[src/rtl/branch_predict_unit_if.sv]
// Fetch/EX-side signal bundle of the branch predict unit.
// Stats outputs exist only when BRANCH_STATS_EN is defined.
interface branch_predict_unit_if #(parameter int XLEN = 32);
  logic [XLEN-1:0] fetch_pc_i;
  logic            predict_taken_o;
  logic            ex_valid_i;
  logic [XLEN-1:0] ex_pc_i;
  logic [6:0]      op_i;
  logic [2:0]      funct3_i;
  logic [3:0]      onzc_i;
  logic            ex_pred_taken_i;
  logic [1:0]      pc_source_o;
  logic            redirect_o;
`ifdef BRANCH_STATS_EN
  logic [31:0]     branch_cnt_o;
  logic [31:0]     mispredict_cnt_o;
`endif

  modport master (
    output fetch_pc_i, ex_valid_i, ex_pc_i, op_i, funct3_i, onzc_i, ex_pred_taken_i,
`ifdef BRANCH_STATS_EN
    input  branch_cnt_o, mispredict_cnt_o,
`endif
    input  predict_taken_o, pc_source_o, redirect_o
  );

  modport slave (
    input  fetch_pc_i, ex_valid_i, ex_pc_i, op_i, funct3_i, onzc_i, ex_pred_taken_i,
`ifdef BRANCH_STATS_EN
    output branch_cnt_o, mispredict_cnt_o,
`endif
    output predict_taken_o, pc_source_o, redirect_o
  );
endinterface

[src/rtl/branch_predict_unit.sv]
// EX-stage branch/jump resolver with a 2-bit-counter BHT predicting at fetch.
// Optional BRANCH_STATS_EN adds branch and mispredict counters.
module branch_predict_unit #(
  parameter int         XLEN        = 32,
  parameter int         BHT_ENTRIES = 64,
  parameter logic [1:0] CTR_INIT    = 2'b01
) (
  input logic                  clk_i,
  input logic                  rst_i,
  branch_predict_unit_if.slave bus
);
  localparam int IDX = $clog2(BHT_ENTRIES);

  typedef enum logic [1:0] {
    SRC_SEQ  = 2'b00,
    SRC_TGT  = 2'b01,
    SRC_JALR = 2'b10,
    SRC_FALL = 2'b11
  } src_e;

  typedef struct packed {
    logic       valid;
    logic [6:0] op;
    logic [2:0] funct3;
    logic       eq;
    logic       slt;
    logic       ult;
    logic       pred;
  } ex_req_t;

  logic [1:0]     bht_q [BHT_ENTRIES];
  src_e           src_q, src_d;
  logic           squash_q;
  ex_req_t        req;
  logic [IDX-1:0] rd_idx, wr_idx;
  logic           taken, legal, upd;
  logic [1:0]     ctr, ctr_nxt;
  logic           unused_ok;

  assign req = '{valid:  bus.ex_valid_i,
                 op:     bus.op_i,
                 funct3: bus.funct3_i,
                 eq:     bus.onzc_i[1],
                 slt:    bus.onzc_i[2],
                 ult:    bus.onzc_i[3],
                 pred:   bus.ex_pred_taken_i};

  assign rd_idx    = bus.fetch_pc_i[IDX+1:2];
  assign wr_idx    = bus.ex_pc_i[IDX+1:2];
  assign unused_ok = ^{bus.onzc_i[0], bus.fetch_pc_i[XLEN-1:IDX+2], bus.fetch_pc_i[1:0],
                       bus.ex_pc_i[XLEN-1:IDX+2], bus.ex_pc_i[1:0]};

  assign bus.predict_taken_o = bht_q[rd_idx][1];
  assign bus.pc_source_o     = src_q;
  assign bus.redirect_o      = (src_q != SRC_SEQ);

  always_comb begin
    unique case (req.funct3)
      3'b000:  taken = req.eq;
      3'b001:  taken = !req.eq;
      3'b100:  taken = req.slt;
      3'b101:  taken = !req.slt;
      3'b110:  taken = req.ult;
      3'b111:  taken = !req.ult;
      default: taken = 1'b0;
    endcase
  end

  assign legal = (req.funct3[2:1] != 2'b01);

  // Squash drops the wrong-path instruction sitting in EX behind a redirect.
  always_comb begin
    src_d = SRC_SEQ;
    upd   = 1'b0;
    if (req.valid && !squash_q && req.op[6]) begin
      if (req.op[3:2] == 2'b01)      src_d = SRC_JALR;
      else if (req.op[3:2] == 2'b11) src_d = SRC_TGT;
      else if (legal) begin
        upd = 1'b1;
        if (taken != req.pred) src_d = taken ? SRC_TGT : SRC_FALL;
      end
    end
  end

  assign ctr     = bht_q[wr_idx];
  assign ctr_nxt = taken ? ((ctr == 2'b11) ? ctr : ctr + 2'd1)
                         : ((ctr == 2'b00) ? ctr : ctr - 2'd1);

  always_ff @(posedge clk_i or posedge rst_i) begin
    if (rst_i) begin
      for (int i = 0; i < BHT_ENTRIES; i++) bht_q[i] <= CTR_INIT;
      src_q    <= SRC_SEQ;
      squash_q <= 1'b0;
    end else begin
      src_q    <= src_d;
      squash_q <= (src_d != SRC_SEQ);
      if (upd) bht_q[wr_idx] <= ctr_nxt;
    end
  end

`ifdef BRANCH_STATS_EN
  logic [31:0] branch_cnt_q, mispredict_cnt_q;

  always_ff @(posedge clk_i or posedge rst_i) begin
    if (rst_i) begin
      branch_cnt_q     <= '0;
      mispredict_cnt_q <= '0;
    end else if (upd) begin
      branch_cnt_q <= branch_cnt_q + 32'd1;
      if (src_d != SRC_SEQ) mispredict_cnt_q <= mispredict_cnt_q + 32'd1;
    end
  end

  assign bus.branch_cnt_o     = branch_cnt_q;
  assign bus.mispredict_cnt_o = mispredict_cnt_q;
`endif
endmodule

[src/flat_wrapper.sv]
// flat-port wrapper written by rule: the top's interface ports become plain ports
module branch_predict_unit_flat 
#(
  parameter int         XLEN        = 32,
  parameter int         BHT_ENTRIES = 64,
  parameter logic [1:0] CTR_INIT    = 2'b01
)
  (clk_i, rst_i, bus_fetch_pc_i, bus_ex_valid_i, bus_ex_pc_i, bus_op_i, bus_funct3_i, bus_onzc_i, bus_ex_pred_taken_i, bus_predict_taken_o, bus_pc_source_o, bus_redirect_o);
  branch_predict_unit_if #(.XLEN(XLEN)) bus_i ();
  input logic clk_i;
  input logic rst_i;
  input wire logic [$bits(bus_i.fetch_pc_i)-1:0] bus_fetch_pc_i;
  input wire logic [$bits(bus_i.ex_valid_i)-1:0] bus_ex_valid_i;
  input wire logic [$bits(bus_i.ex_pc_i)-1:0] bus_ex_pc_i;
  input wire logic [$bits(bus_i.op_i)-1:0] bus_op_i;
  input wire logic [$bits(bus_i.funct3_i)-1:0] bus_funct3_i;
  input wire logic [$bits(bus_i.onzc_i)-1:0] bus_onzc_i;
  input wire logic [$bits(bus_i.ex_pred_taken_i)-1:0] bus_ex_pred_taken_i;
  output wire logic [$bits(bus_i.predict_taken_o)-1:0] bus_predict_taken_o;
  output wire logic [$bits(bus_i.pc_source_o)-1:0] bus_pc_source_o;
  output wire logic [$bits(bus_i.redirect_o)-1:0] bus_redirect_o;
  assign bus_i.fetch_pc_i = bus_fetch_pc_i;
  assign bus_i.ex_valid_i = bus_ex_valid_i;
  assign bus_i.ex_pc_i = bus_ex_pc_i;
  assign bus_i.op_i = bus_op_i;
  assign bus_i.funct3_i = bus_funct3_i;
  assign bus_i.onzc_i = bus_onzc_i;
  assign bus_i.ex_pred_taken_i = bus_ex_pred_taken_i;
  assign bus_predict_taken_o = bus_i.predict_taken_o;
  assign bus_pc_source_o = bus_i.pc_source_o;
  assign bus_redirect_o = bus_i.redirect_o;
  branch_predict_unit #(.XLEN(XLEN), .BHT_ENTRIES(BHT_ENTRIES), .CTR_INIT(CTR_INIT)) u_core (.clk_i(clk_i), .rst_i(rst_i), .bus(bus_i));
endmodule
[config.mk]
export PLATFORM = sky130hd
export DESIGN_NAME = branch_predict_unit_flat
export DESIGN_NICKNAME = d
export VERILOG_FILES = /design/src/rtl/branch_predict_unit_if.sv /design/src/rtl/branch_predict_unit.sv /design/src/flat_wrapper.sv
export SDC_FILE = /design/constraint.sdc
export NUM_CORES = 1
export LEC_CHECK = 0
export ABC_AREA = 1
export ABC_CLOCK_PERIOD_IN_PS = 8029
export BUFFER_PORTS_ARGS = -buffer_cell sky130_fd_sc_hd__buf_2
export CAP_MARGIN = 20
export CORE_MARGIN = 1
export CORE_UTILIZATION = 37
export CTS_CLUSTER_SIZE = 14
export DETAILED_ROUTE_END_ITERATION = 6
export PLACE_DENSITY = 0.59
export SLEW_MARGIN = 20
export SYNTH_ARGS = -nofsm -noshare
export SYNTH_HDL_FRONTEND = slang
export SYNTH_SLANG_ARGS = --single-unit
[constraint.sdc]
create_clock -name clk_i -period 8.03 [get_ports clk_i]
set_clock_uncertainty 0.05 [all_clocks]
set_input_delay 1.606 -clock clk_i [delete_from_list [all_inputs] [get_ports clk_i]]
set_output_delay 1.606 -clock clk_i [all_outputs]
set_load 0.03 [all_outputs]
Yosys cells after proc, flatten, opt, wreduce, memory -nomap -nowiden
Index checks and enable logic that the tools add are counted.
{"block": "op_classes", "muxes": 23, "n_eq_ne": 10, "addsub": 2, "magnitude_cmp": 3, "bitwise": 2, "reduce_logical": 11}
{"operator": "$bwmux 128", "count": 1}
{"operator": "$mux 2", "count": 14}
{"operator": "$bmux 2 s6", "count": 2}
{"operator": "$ge 7x7->1 const B", "count": 2}
{"operator": "$not 6->7", "count": 2}
{"operator": "$demux 2 s6", "count": 1}
{"operator": "$eq 3x3->1 const B", "count": 4}
{"operator": "$lt 7x1->1 const B", "count": 1}
{"operator": "$pmux 1 s6", "count": 1}
{"operator": "$eq 2x2->1 const B", "count": 2}
{"operator": "$logic_not 1->1", "count": 4}
{"operator": "$mux 1", "count": 4}
{"operator": "$reduce_bool 2->1", "count": 2}
{"operator": "$eq 3x1->1 const B", "count": 1}
{"operator": "$logic_and 1x1->1", "count": 3}
{"operator": "$logic_not 3->1", "count": 1}
{"operator": "$add 2x1->2 const B", "count": 1}
{"operator": "$eq 2x1->1 const B", "count": 1}
{"operator": "$logic_not 2->1", "count": 1}
{"operator": "$ne 2x1->1 const B", "count": 1}
{"operator": "$sub 2x1->2 const B", "count": 1}
{"operator": "$ne 1x1->1", "count": 1}
{"block": "totals", "regBits": 131, "inputBits": 82}

Longest topological paths before layout
Gate-level depths: netlist (run 1).
{"block": "depth", "word_depth": 9, "depth_mapped": 16}

Worst setup path after synthesis (run 1)
OpenSTA, ideal clock, no wires.
{"block": "synth_path", "path_kind": "in2out", "from": "input port bus_fetch_pc_i[2]", "to": "output port bus_predict_taken_o", "required_ps": 6374, "arrival_ps": 3316, "cell_stages": 8, "slack_ps": 3058, "cell_sequence": "clkbuf_1 > clkbuf_1 > o21ai_0 > o21ai_0 > o21ai_0 > o21ai_0 > o21bai_1 > o21ai_0"}
{"block": "synth_via", "elab_chain_cells": 4}
{"element": "from (decl)", "line": "flat_wrapper.sv:12", "text": "input wire logic [$bits(bus_i.fetch_pc_i)-1:0] bus_fetch_pc_i;"}
{"element": "$not 6->7 (implied by the code)", "line": "branch_predict_unit.sv:53", "text": "assign bus.predict_taken_o = bht_q[rd_idx][1];"}
{"element": "$bmux 2 s6", "line": "branch_predict_unit.sv:53"}
{"element": "$mux 2 (implied by the code) (2 in series)", "line": "branch_predict_unit.sv:53"}
{"element": "to (decl)", "line": "flat_wrapper.sv:19", "text": "output wire logic [$bits(bus_i.predict_taken_o)-1:0] bus_predict_taken_o;"}
No other way between the ends. The select of a mux whose other input is x is not followed.

Worst setup path after layout (run 1)
Same ends and word-level chain as after synthesis.

==> run_summary.xml, run 1 <==
<?xml version="1.0" encoding="UTF-8"?>
<metrics>
  <group name="status">
    <metric name="run_status" unit="">completed</metric>
  </group>
  <group name="critical_path">
    <metric name="worstSetupEndpointType" unit="">output port</metric>
    <metric name="crit_path_start" unit="">bus_fetch_pc_i[2]</metric>
    <metric name="regToRegStartpoint" unit="">u_core.bht_q[14]</metric>
    <metric name="worst-endpoint-arrival" unit="ps">3890</metric>
    <metric name="critical_path_start_end_classification" unit="">in -&gt; out</metric>
    <metric name="critPathBufInv" unit="">4</metric>
    <metric name="timing.critical_path.fanout_max" unit="">49</metric>
    <metric name="worstSetupStartpointType" unit="">input pin</metric>
    <metric name="worst_ep_required_time" unit="ps">6370</metric>
    <metric name="worst_path_dominant_cell_family" unit="">buffers and inverters</metric>
    <metric name="critical_path.cell_chain" unit="">buf_2 -&gt; buf_4 -&gt; inv_1 -&gt; o211ai_1 -&gt; nand3_1 -&gt; nand2_1 -&gt; nand2_1 -&gt; o21ai_0 -&gt; nor2_1 -&gt; o21ai_0 -&gt; buf_2</metric>
    <metric name="slowest_stage" unit="">sky130_fd_sc_hd__inv_1</metric>
    <metric name="worst_path_largest_cell_delay" unit="ps">490</metric>
  </group>
  <group name="timing">
    <metric name="finalCritPeriodShare" unit="%">69.0</metric>
    <metric name="unrepaired_setup_endpoints_after_global_routing" unit="">false</metric>
    <metric name="max_slew_margin" unit="%">26.2</metric>
    <metric name="totalNegativeSetupSlack" unit="ps">0</metric>
    <metric name="layout_min_cycle_time" unit="ps">5540</metric>
    <metric name="final_max_slew_viol_count" unit="">0</metric>
    <metric name="max_freq" unit="GHz">0.180</metric>
    <metric name="finalHoldViolCount" unit="">0</metric>
    <metric name="setup_viol" unit="">0</metric>
    <metric name="worst_pin_slew" unit="ps">1110</metric>
  </group>
  <group name="die">
    <metric name="die_w" unit="microns">149</metric>
    <metric name="placementRows" unit="">53</metric>
    <metric name="io-pin-count" unit="">86</metric>
    <metric name="die-height" unit="microns">149</metric>
    <metric name="floorplan.die_area" unit="sq um">22300</metric>
    <metric name="core_area" unit="sq um">21200</metric>
    <metric name="initial_core_util" unit="%">37.9</metric>
  </group>
  <group name="route">
    <metric name="antenna_violating_nets_left" unit="">0</metric>
    <metric name="dr.first_iter.drc_count" unit="">529</metric>
    <metric name="dr.pass1.iters" unit="">5</metric>
    <metric name="drc_violation_count_after_routing" unit="">0</metric>
    <metric name="postRouteWirelength" unit="microns">23100</metric>
    <metric name="avgRoutedWirePerCell" unit="microns">14.9</metric>
    <metric name="routed-via-count" unit="">7495</metric>
    <metric name="vias_per_cell" unit="">4.84</metric>
  </group>
  <group name="global_route">
    <metric name="initial_antenna_violation_count" unit="">0</metric>
    <metric name="track_usage" unit="%">22.1</metric>
    <metric name="grt_overflow" unit="">0</metric>
    <metric name="grt_first_pass_wirelength" unit="microns">36900</metric>
    <metric name="via_count_of_the_first_global_routing_pass" unit="">6876</metric>
    <metric name="grt_start_max_net_pins" unit="">72</metric>
  </group>
  <group name="layout">
    <metric name="drive_gt1_share" unit="%">12.0</metric>
    <metric name="area_growth_syn_to_layout" unit="%">11.2</metric>
    <metric name="multiInputGateArea" unit="sq um">3670</metric>
    <metric name="insertedDiodeCount" unit="">0</metric>
    <metric name="post_layout_nonfiller_instances" unit="">1549</metric>
    <metric name="final-seq-area" unit="sq um">3360</metric>
    <metric name="fillerInstances" unit="">2195</metric>
    <metric name="num-nets-final" unit="">1345</metric>
  </group>
  <group name="min_path">
    <metric name="hp-class" unit="">reg -&gt; reg</metric>
    <metric name="hp-start" unit="">u_core.bht_q[78]</metric>
  </group>
  <group name="clock_tree">
    <metric name="clock_sinks" unit="">131</metric>
    <metric name="post_cts_resized" unit="">0</metric>
    <metric name="cts_inserted_buffers" unit="">17</metric>
    <metric name="clockRootBuffer" unit="">sky130_fd_sc_hd__clkbuf_16</metric>
    <metric name="htree_num_levels" unit="">4</metric>
    <metric name="clk_path_buf_depth" unit="">2</metric>
    <metric name="post_cts_hold_buffer_count" unit="">0</metric>
    <metric name="cts_post_setup_buffers_inserted" unit="">0</metric>
    <metric name="clk_transition_reported_paths" unit="ps">60</metric>
    <metric name="worst_skew_pair.late_latency" unit="ps">440</metric>
    <metric name="tritoncts_clock_tree" unit="">yes</metric>
  </group>
  <group name="power">
    <metric name="power-per-cell-area" unit="nW/um^2">201</metric>
    <metric name="ir_worst_vdd" unit="V">0.000141</metric>
    <metric name="leak_pwr" unit="uW">0.00442</metric>
  </group>
  <group name="logic_synthesis">
    <metric name="syn_inst_count" unit="">1252</metric>
    <metric name="synth_nets" unit="">1335</metric>
    <metric name="synth-main-ff-cell" unit="">sky130_fd_sc_hd__dfrtp_1</metric>
    <metric name="synth-compound-area-share" unit="%">6.47</metric>
    <metric name="synth_async_sr_flop_share" unit="%">100</metric>
    <metric name="post_synth_instance_area" unit="sq um">8020</metric>
    <metric name="number_of_flops_mapped_to_enable_cells_by_yosys" unit="">0</metric>
    <metric name="synth_area_in_simple_gates" unit="%">39.1</metric>
    <metric name="synth_top_family_by_area" unit="">simple AND/OR/NAND/NOR gates</metric>
    <metric name="ys_top_cells_by_count" unit="">543 x sky130_fd_sc_hd__nand2_1, 194 x sky130_fd_sc_hd__inv_1, 147 x sky130_fd_sc_hd__nor2_1, 67 x sky130_fd_sc_hd__dfrtp_1, 64 x sky130_fd_sc_hd__dfstp_2</metric>
    <metric name="post_synth_fa_ha_maj_area_fraction" unit="%">0.156</metric>
    <metric name="avgSynthCellArea" unit="sq um">6.41</metric>
    <metric name="muxShareOfSynthArea" unit="%">0</metric>
    <metric name="synthDominantCellAreaShare" unit="%">25.4</metric>
    <metric name="ys_ff_latch" unit="">131</metric>
    <metric name="yosys_warnings" unit="">0</metric>
    <metric name="yosysUniqueCellTypes" unit="">28</metric>
    <metric name="post_synth_xor_area_fraction" unit="%">0</metric>
    <metric name="yosys-top-cells-area" unit="">sky130_fd_sc_hd__nand2_1 25%, sky130_fd_sc_hd__dfstp_2 21%, sky130_fd_sc_hd__dfrtp_1 21%, sky130_fd_sc_hd__inv_1 9.1%, sky130_fd_sc_hd__nor2_1 6.9%</metric>
    <metric name="synthMostInstantiatedCell" unit="">sky130_fd_sc_hd__nand2_1</metric>
    <metric name="seq_area_frac_synth" unit="%">41.9</metric>
    <metric name="synth_top_cell_by_area" unit="">sky130_fd_sc_hd__nand2_1</metric>
  </group>
  <group name="placed_design">
    <metric name="place.detailed.hpwl" unit="microns">14100</metric>
    <metric name="gp_routability_congestion" unit="">0.811</metric>
    <metric name="port-buffer-count" unit="">28</metric>
    <metric name="dp_cells" unit="">1518</metric>
  </group>
  <group name="run">
    <metric name="maxCapViolCount" unit="">0</metric>
  </group>
</metrics>
metal layers:
metal / GRT usage (%) / vias to the layer above / wire, microns
met5: 0 / - / 0
met4: 8.52 / 0 / 660
met3: 4.77 / 55 / 1250
met2: 34.7 / 188 / 10200
met1: 29.6 / 3494 / 11000
li1: - / 3758 / -
logic make-up after synthesis:
| kind of cell | Yosys count |
|---|---|
| fa+ha+maj | 1 |
| simple gates | 789 |
| flops | 131 |
| buf+inv | 235 |
| compound gates | 96 |
worst paths after layout:
path	endpoint	slack, ps	cells past startpoint
max in group asynchronous	u_core.bht_q[43]	5470	3
hold / removal	u_core.bht_q[78]	410	2
min in group asynchronous	u_core.bht_q[117]	1230	2
setup reg to reg	u_core.bht_q[39]	5570	11
setup / recovery	bus_predict_taken_o	2490	11
hold reg to reg	u_core.bht_q[78]	410	2
placed cells by master (no fill, tap or decap), types with 19 or more instances in the layout:
| master | netlist | final |
|---|---|---|
| sky130_fd_sc_hd__nand2_1 | 543 | 543 |
| sky130_fd_sc_hd__dfrtp_1 | 67 | 67 |
| sky130_fd_sc_hd__nor2_1 | 147 | 147 |
| sky130_fd_sc_hd__dfstp_2 | 64 | 64 |
| sky130_fd_sc_hd__or2_2 | 20 | 20 |
| sky130_fd_sc_hd__o21ai_0 | 56 | 56 |
| sky130_fd_sc_hd__a21oi_1 | 19 | 19 |
| sky130_fd_sc_hd__nand3_1 | 59 | 59 |
| sky130_fd_sc_hd__inv_1 | 194 | 193 |
| sky130_fd_sc_hd__buf_2 | 9 | 28 |
layout make-up:
| cell class | instances | share of cell area, % |
|---|---|---|
| Clock buffer | 19 | 4.96 |
| Clock inverter | 12 | 2.30 |
| Inverter | 195 | 8.26 |
| Multi-Input combinational cell | 886 | 41.2 |
| Sequential cell | 131 | 37.6 |
| Tap cell | 275 | 3.86 |
| Timing Repair Buffer | 31 | 1.82 |
worst min-delay path, cell delays in order (launching register included):
cell and delay (ps):
sky130_fd_sc_hd__dfstp_2 360, sky130_fd_sc_hd__nand2_1 50, sky130_fd_sc_hd__nand2_1 40
state kept, by name (all words and copies together) (netlist names):
name / count
u_core.bht_q: 128
u_core.squash_q: 1
u_core.bus.pc_source_o: 2
report_power, final:
| part | internal (uW) | leakage, uW | switching, uW | total (uW) |
|---|---|---|---|---|
| registers | 692 | 0.00159 | 12.3 | 704 |
| clock network | 559 | 0.000310 | 315 | 874 |
| logic | 52.1 | 0.00252 | 160 | 212 |
| total | 1300 | 0.00442 | 487 | 1790 |
stage by stage:
stage / total power, uW / util (%) / cell area, sq um / setup WS [ps] / hold slack [ps]
after floorplan: 874 / - / 8020 / 2980 / 393
after global placement: 925 / 39.1 / 8270 / 2510 / 403
after detailed placement: 926 / 39.1 / 8270 / 2510 / 403
after CTS: 1800 / 42.2 / 8920 / 2510 / 414
after global routing: 1860 / 42.2 / 8920 / 2360 / 425
final: 1790 / 42.2 / 8920 / 2490 / 412
No activity file was read; power rests on OpenSTA's default activity.
==> run 2: changes to the inputs <==
ABC_CLOCK_PERIOD_IN_PS = 5650   (was 8029)
clock period = 5.65 ns   (was 8.03 ns; I/O delays follow)
==> run 2 against run 1 <==
Against the previous run:
- cell count grew 0.39%
- global-route usage is 0.28 points higher
- combinational power up 44%
- sequential share of layout area shrank 0.19 points
- via count down 0.44%
- critical path depth is 3 lower
- critical path type unchanged
==> run_summary.xml, run 2 (synthesis gave the netlist of run 1 again) <==
<?xml version="1.0" encoding="UTF-8"?>
<metrics>
  <group name="die">
    <metric name="placementRows" unit="">53</metric>
    <metric name="core_area" unit="sq um">21200</metric>
    <metric name="io-pin-count" unit="">86</metric>
    <metric name="initial_core_util" unit="%">37.9</metric>
    <metric name="floorplan.die_area" unit="sq um">22300</metric>
    <metric name="die-height" unit="microns">149</metric>
    <metric name="die_w" unit="microns">149</metric>
  </group>
  <group name="placed_design">
    <metric name="dp_worst_setup_slack" unit="ps">1330</metric>
    <metric name="port-buffer-count" unit="">28</metric>
    <metric name="place.detailed.hpwl" unit="microns">14100</metric>
    <metric name="gp_routability_congestion" unit="">0.815</metric>
  </group>
  <group name="timing">
    <metric name="finalCritPeriodShare" unit="%">73.8</metric>
    <metric name="totalNegativeSetupSlack" unit="ps">0</metric>
    <metric name="final_max_slew_viol_count" unit="">0</metric>
    <metric name="setup_viol" unit="">0</metric>
    <metric name="unrepaired_setup_endpoints_after_global_routing" unit="">false</metric>
    <metric name="max_freq" unit="GHz">0.240</metric>
    <metric name="layout_min_cycle_time" unit="ps">4170</metric>
    <metric name="max_slew_margin" unit="%">23.0</metric>
    <metric name="finalHoldViolCount" unit="">0</metric>
    <metric name="worst_pin_slew" unit="ps">1150</metric>
    <metric name="postLayoutSetupSlackWorst" unit="ps">1480</metric>
  </group>
  <group name="clock_tree">
    <metric name="post_cts_resized" unit="">0</metric>
    <metric name="clk_path_buf_depth" unit="">2</metric>
    <metric name="htree_num_levels" unit="">4</metric>
    <metric name="clockRootBuffer" unit="">sky130_fd_sc_hd__clkbuf_16</metric>
    <metric name="cts_inserted_buffers" unit="">17</metric>
    <metric name="clock_sinks" unit="">131</metric>
    <metric name="cts_post_setup_buffers_inserted" unit="">0</metric>
    <metric name="worst_skew_pair.late_latency" unit="ps">430</metric>
    <metric name="post_cts_hold_buffer_count" unit="">0</metric>
    <metric name="clk_transition_reported_paths" unit="ps">60</metric>
    <metric name="tritoncts_clock_tree" unit="">yes</metric>
  </group>
  <group name="global_route">
    <metric name="grt_overflow" unit="">0</metric>
    <metric name="grt_start_max_net_pins" unit="">91</metric>
    <metric name="initial_antenna_violation_count" unit="">0</metric>
    <metric name="via_count_of_the_first_global_routing_pass" unit="">6905</metric>
    <metric name="track_usage" unit="%">22.4</metric>
    <metric name="grt_first_pass_wirelength" unit="microns">37400</metric>
  </group>
  <group name="critical_path">
    <metric name="reg2reg_setup_slack" unit="ps">3130</metric>
    <metric name="critPathBufInv" unit="">2</metric>
    <metric name="critical_path.reg2reg.endpoint" unit="">u_core.bht_q[49]</metric>
    <metric name="worst_path_largest_cell_delay" unit="ps">590</metric>
    <metric name="critical_path.cell_chain" unit="">buf_2 -&gt; o21ai_0 -&gt; o21ai_0 -&gt; o21ai_0 -&gt; o21ai_0 -&gt; o21bai_1 -&gt; o21ai_0 -&gt; buf_2</metric>
    <metric name="crit_path_start" unit="">bus_fetch_pc_i[3]</metric>
    <metric name="slowest_stage" unit="">sky130_fd_sc_hd__buf_2</metric>
    <metric name="worst_path_dominant_cell_family" unit="">compound AO/OA/AOI/OAI gates</metric>
    <metric name="worstSetupStartpointType" unit="">input pin</metric>
    <metric name="path_common_cell" unit="">sky130_fd_sc_hd__o21ai_0</metric>
    <metric name="critical_path_start_end_classification" unit="">in -&gt; out</metric>
    <metric name="regToRegStartpoint" unit="">u_core.bht_q[113]</metric>
    <metric name="worstSetupEndpointType" unit="">output port</metric>
    <metric name="reg2reg_depth" unit="">11</metric>
    <metric name="timing.critical_path.fanout_max" unit="">32</metric>
    <metric name="worst_ep_required_time" unit="ps">4470</metric>
    <metric name="worst-endpoint-arrival" unit="ps">2990</metric>
  </group>
  <group name="power">
    <metric name="ir_worst_vdd" unit="V">0.000191</metric>
    <metric name="power-per-cell-area" unit="nW/um^2">285</metric>
    <metric name="leak_pwr" unit="uW">0.00445</metric>
  </group>
  <group name="route">
    <metric name="avgRoutedWirePerCell" unit="microns">14.8</metric>
    <metric name="routed-via-count" unit="">7462</metric>
    <metric name="postRouteWirelength" unit="microns">23000</metric>
    <metric name="drc_violation_count_after_routing" unit="">0</metric>
    <metric name="antenna_violating_nets_left" unit="">0</metric>
    <metric name="dr.pass1.iters" unit="">5</metric>
    <metric name="vias_per_cell" unit="">4.80</metric>
    <metric name="dr.first_iter.drc_count" unit="">617</metric>
  </group>
  <group name="layout">
    <metric name="fillerInstances" unit="">2178</metric>
    <metric name="largest_register_ff_count" unit="">128</metric>
    <metric name="multiInputGateArea" unit="sq um">3680</metric>
    <metric name="layout_commonest_cell" unit="">sky130_fd_sc_hd__nand2_1</metric>
    <metric name="drive_gt1_share" unit="%">12.4</metric>
    <metric name="area_growth_syn_to_layout" unit="%">11.7</metric>
    <metric name="insertedDiodeCount" unit="">0</metric>
    <metric name="num-nets-final" unit="">1350</metric>
    <metric name="layout_common_cells" unit="">543 x sky130_fd_sc_hd__nand2_1, 193 x sky130_fd_sc_hd__inv_1, 147 x sky130_fd_sc_hd__nor2_1</metric>
    <metric name="final-seq-area" unit="sq um">3360</metric>
    <metric name="largest-register" unit="">u_core.bht_q</metric>
  </group>
  <group name="min_path">
    <metric name="min_delay_path_depth" unit="">2</metric>
    <metric name="hold_path_end" unit="">u_core.bht_q[94]</metric>
    <metric name="hp-class" unit="">reg -&gt; reg</metric>
    <metric name="hp-start" unit="">u_core.bht_q[94]</metric>
  </group>
  <group name="run">
    <metric name="maxCapViolCount" unit="">0</metric>
  </group>
  <group name="status">
    <metric name="run_status" unit="">completed</metric>
  </group>
</metrics>
run 2: cell count changes in the layout (fill, tap and decap cells not counted):
| cell | change |
|---|---|
| sky130_fd_sc_hd__clkinv_2 | +2 |
| sky130_fd_sc_hd__clkinv_4 | +1 |
| sky130_fd_sc_hd__inv_6 | -1 |
| sky130_fd_sc_hd__nor2_4 | +1 |
| sky130_fd_sc_hd__buf_4 | +5 |
| sky130_fd_sc_hd__nor2_2 | -1 |
| sky130_fd_sc_hd__clkinvlp_4 | -1 |
run 2: how the worst max path moves through the flow:
stage	endpoint	slack [ps]	cells past startpoint
after detailed placement	u_core.bht_q[81]	1330	13
final	bus_predict_taken_o	1480	8
after CTS	bus_predict_taken_o	1530	8
after global routing	bus_predict_taken_o	1360	8
after floorplan	u_core.bht_q[101]	1080	1
after global placement	u_core.bht_q[121]	1350	13
run 2: power breakdown:
group	leakage [uW]	switching, uW	internal (uW)
logic	0.00254	228	76.4
registers	0.00159	17.2	983
clock network	0.000317	452	795
run 2: cell type report:
| cell class | count | area share, % |
|---|---|---|
| clock buffer | 19 | 4.94 |
| sequential | 131 | 37.5 |
| tap | 275 | 3.84 |
| clock inverter | 13 | 2.32 |
| inverter | 195 | 8.22 |
| multi-input combinational | 886 | 41.0 |
| timing repair buffer | 36 | 2.23 |
run 2: per-layer routing:
metal | part of all wire [%] | vias to the layer above | GRT usage [%] | wire (microns)
met2 | 44 | 207 | 34.5 | 10100
li1 | - | 3771 | - | -
met5 | 0 | - | 0 | 0
met1 | 48 | 3455 | 31.1 | 11000
met3 | 6.4 | 29 | 4.46 | 1480
met4 | 1.9 | 0 | 7.55 | 442
run 2: stage by stage:
step	area [sq um]	hold slack, ps	utilization (%)	total power, uW	cells
after global placement	8310	403	39.3	1320	1523
after detailed placement	8310	405	39.3	1320	1523
after CTS	8960	414	42.4	2570	1555
after floorplan	8020	393	-	1240	1252
after global routing	8970	428	42.4	2650	1555
final	8970	415	42.4	2550	1555
run 2: worst reg2reg max path: stages, from the launching register on:
cell                      delay, ps
sky130_fd_sc_hd__dfrtp_1        400
sky130_fd_sc_hd__or2_2          300
sky130_fd_sc_hd__nand2_1         60
sky130_fd_sc_hd__nand2_1         50
sky130_fd_sc_hd__o21ai_1        280
sky130_fd_sc_hd__nand2_1         90
sky130_fd_sc_hd__nor2_1         150
sky130_fd_sc_hd__nand3_1        110
sky130_fd_sc_hd__nand2_1        110
sky130_fd_sc_hd__nand2_4        480
sky130_fd_sc_hd__nand2_1        250
sky130_fd_sc_hd__nand2_1         70
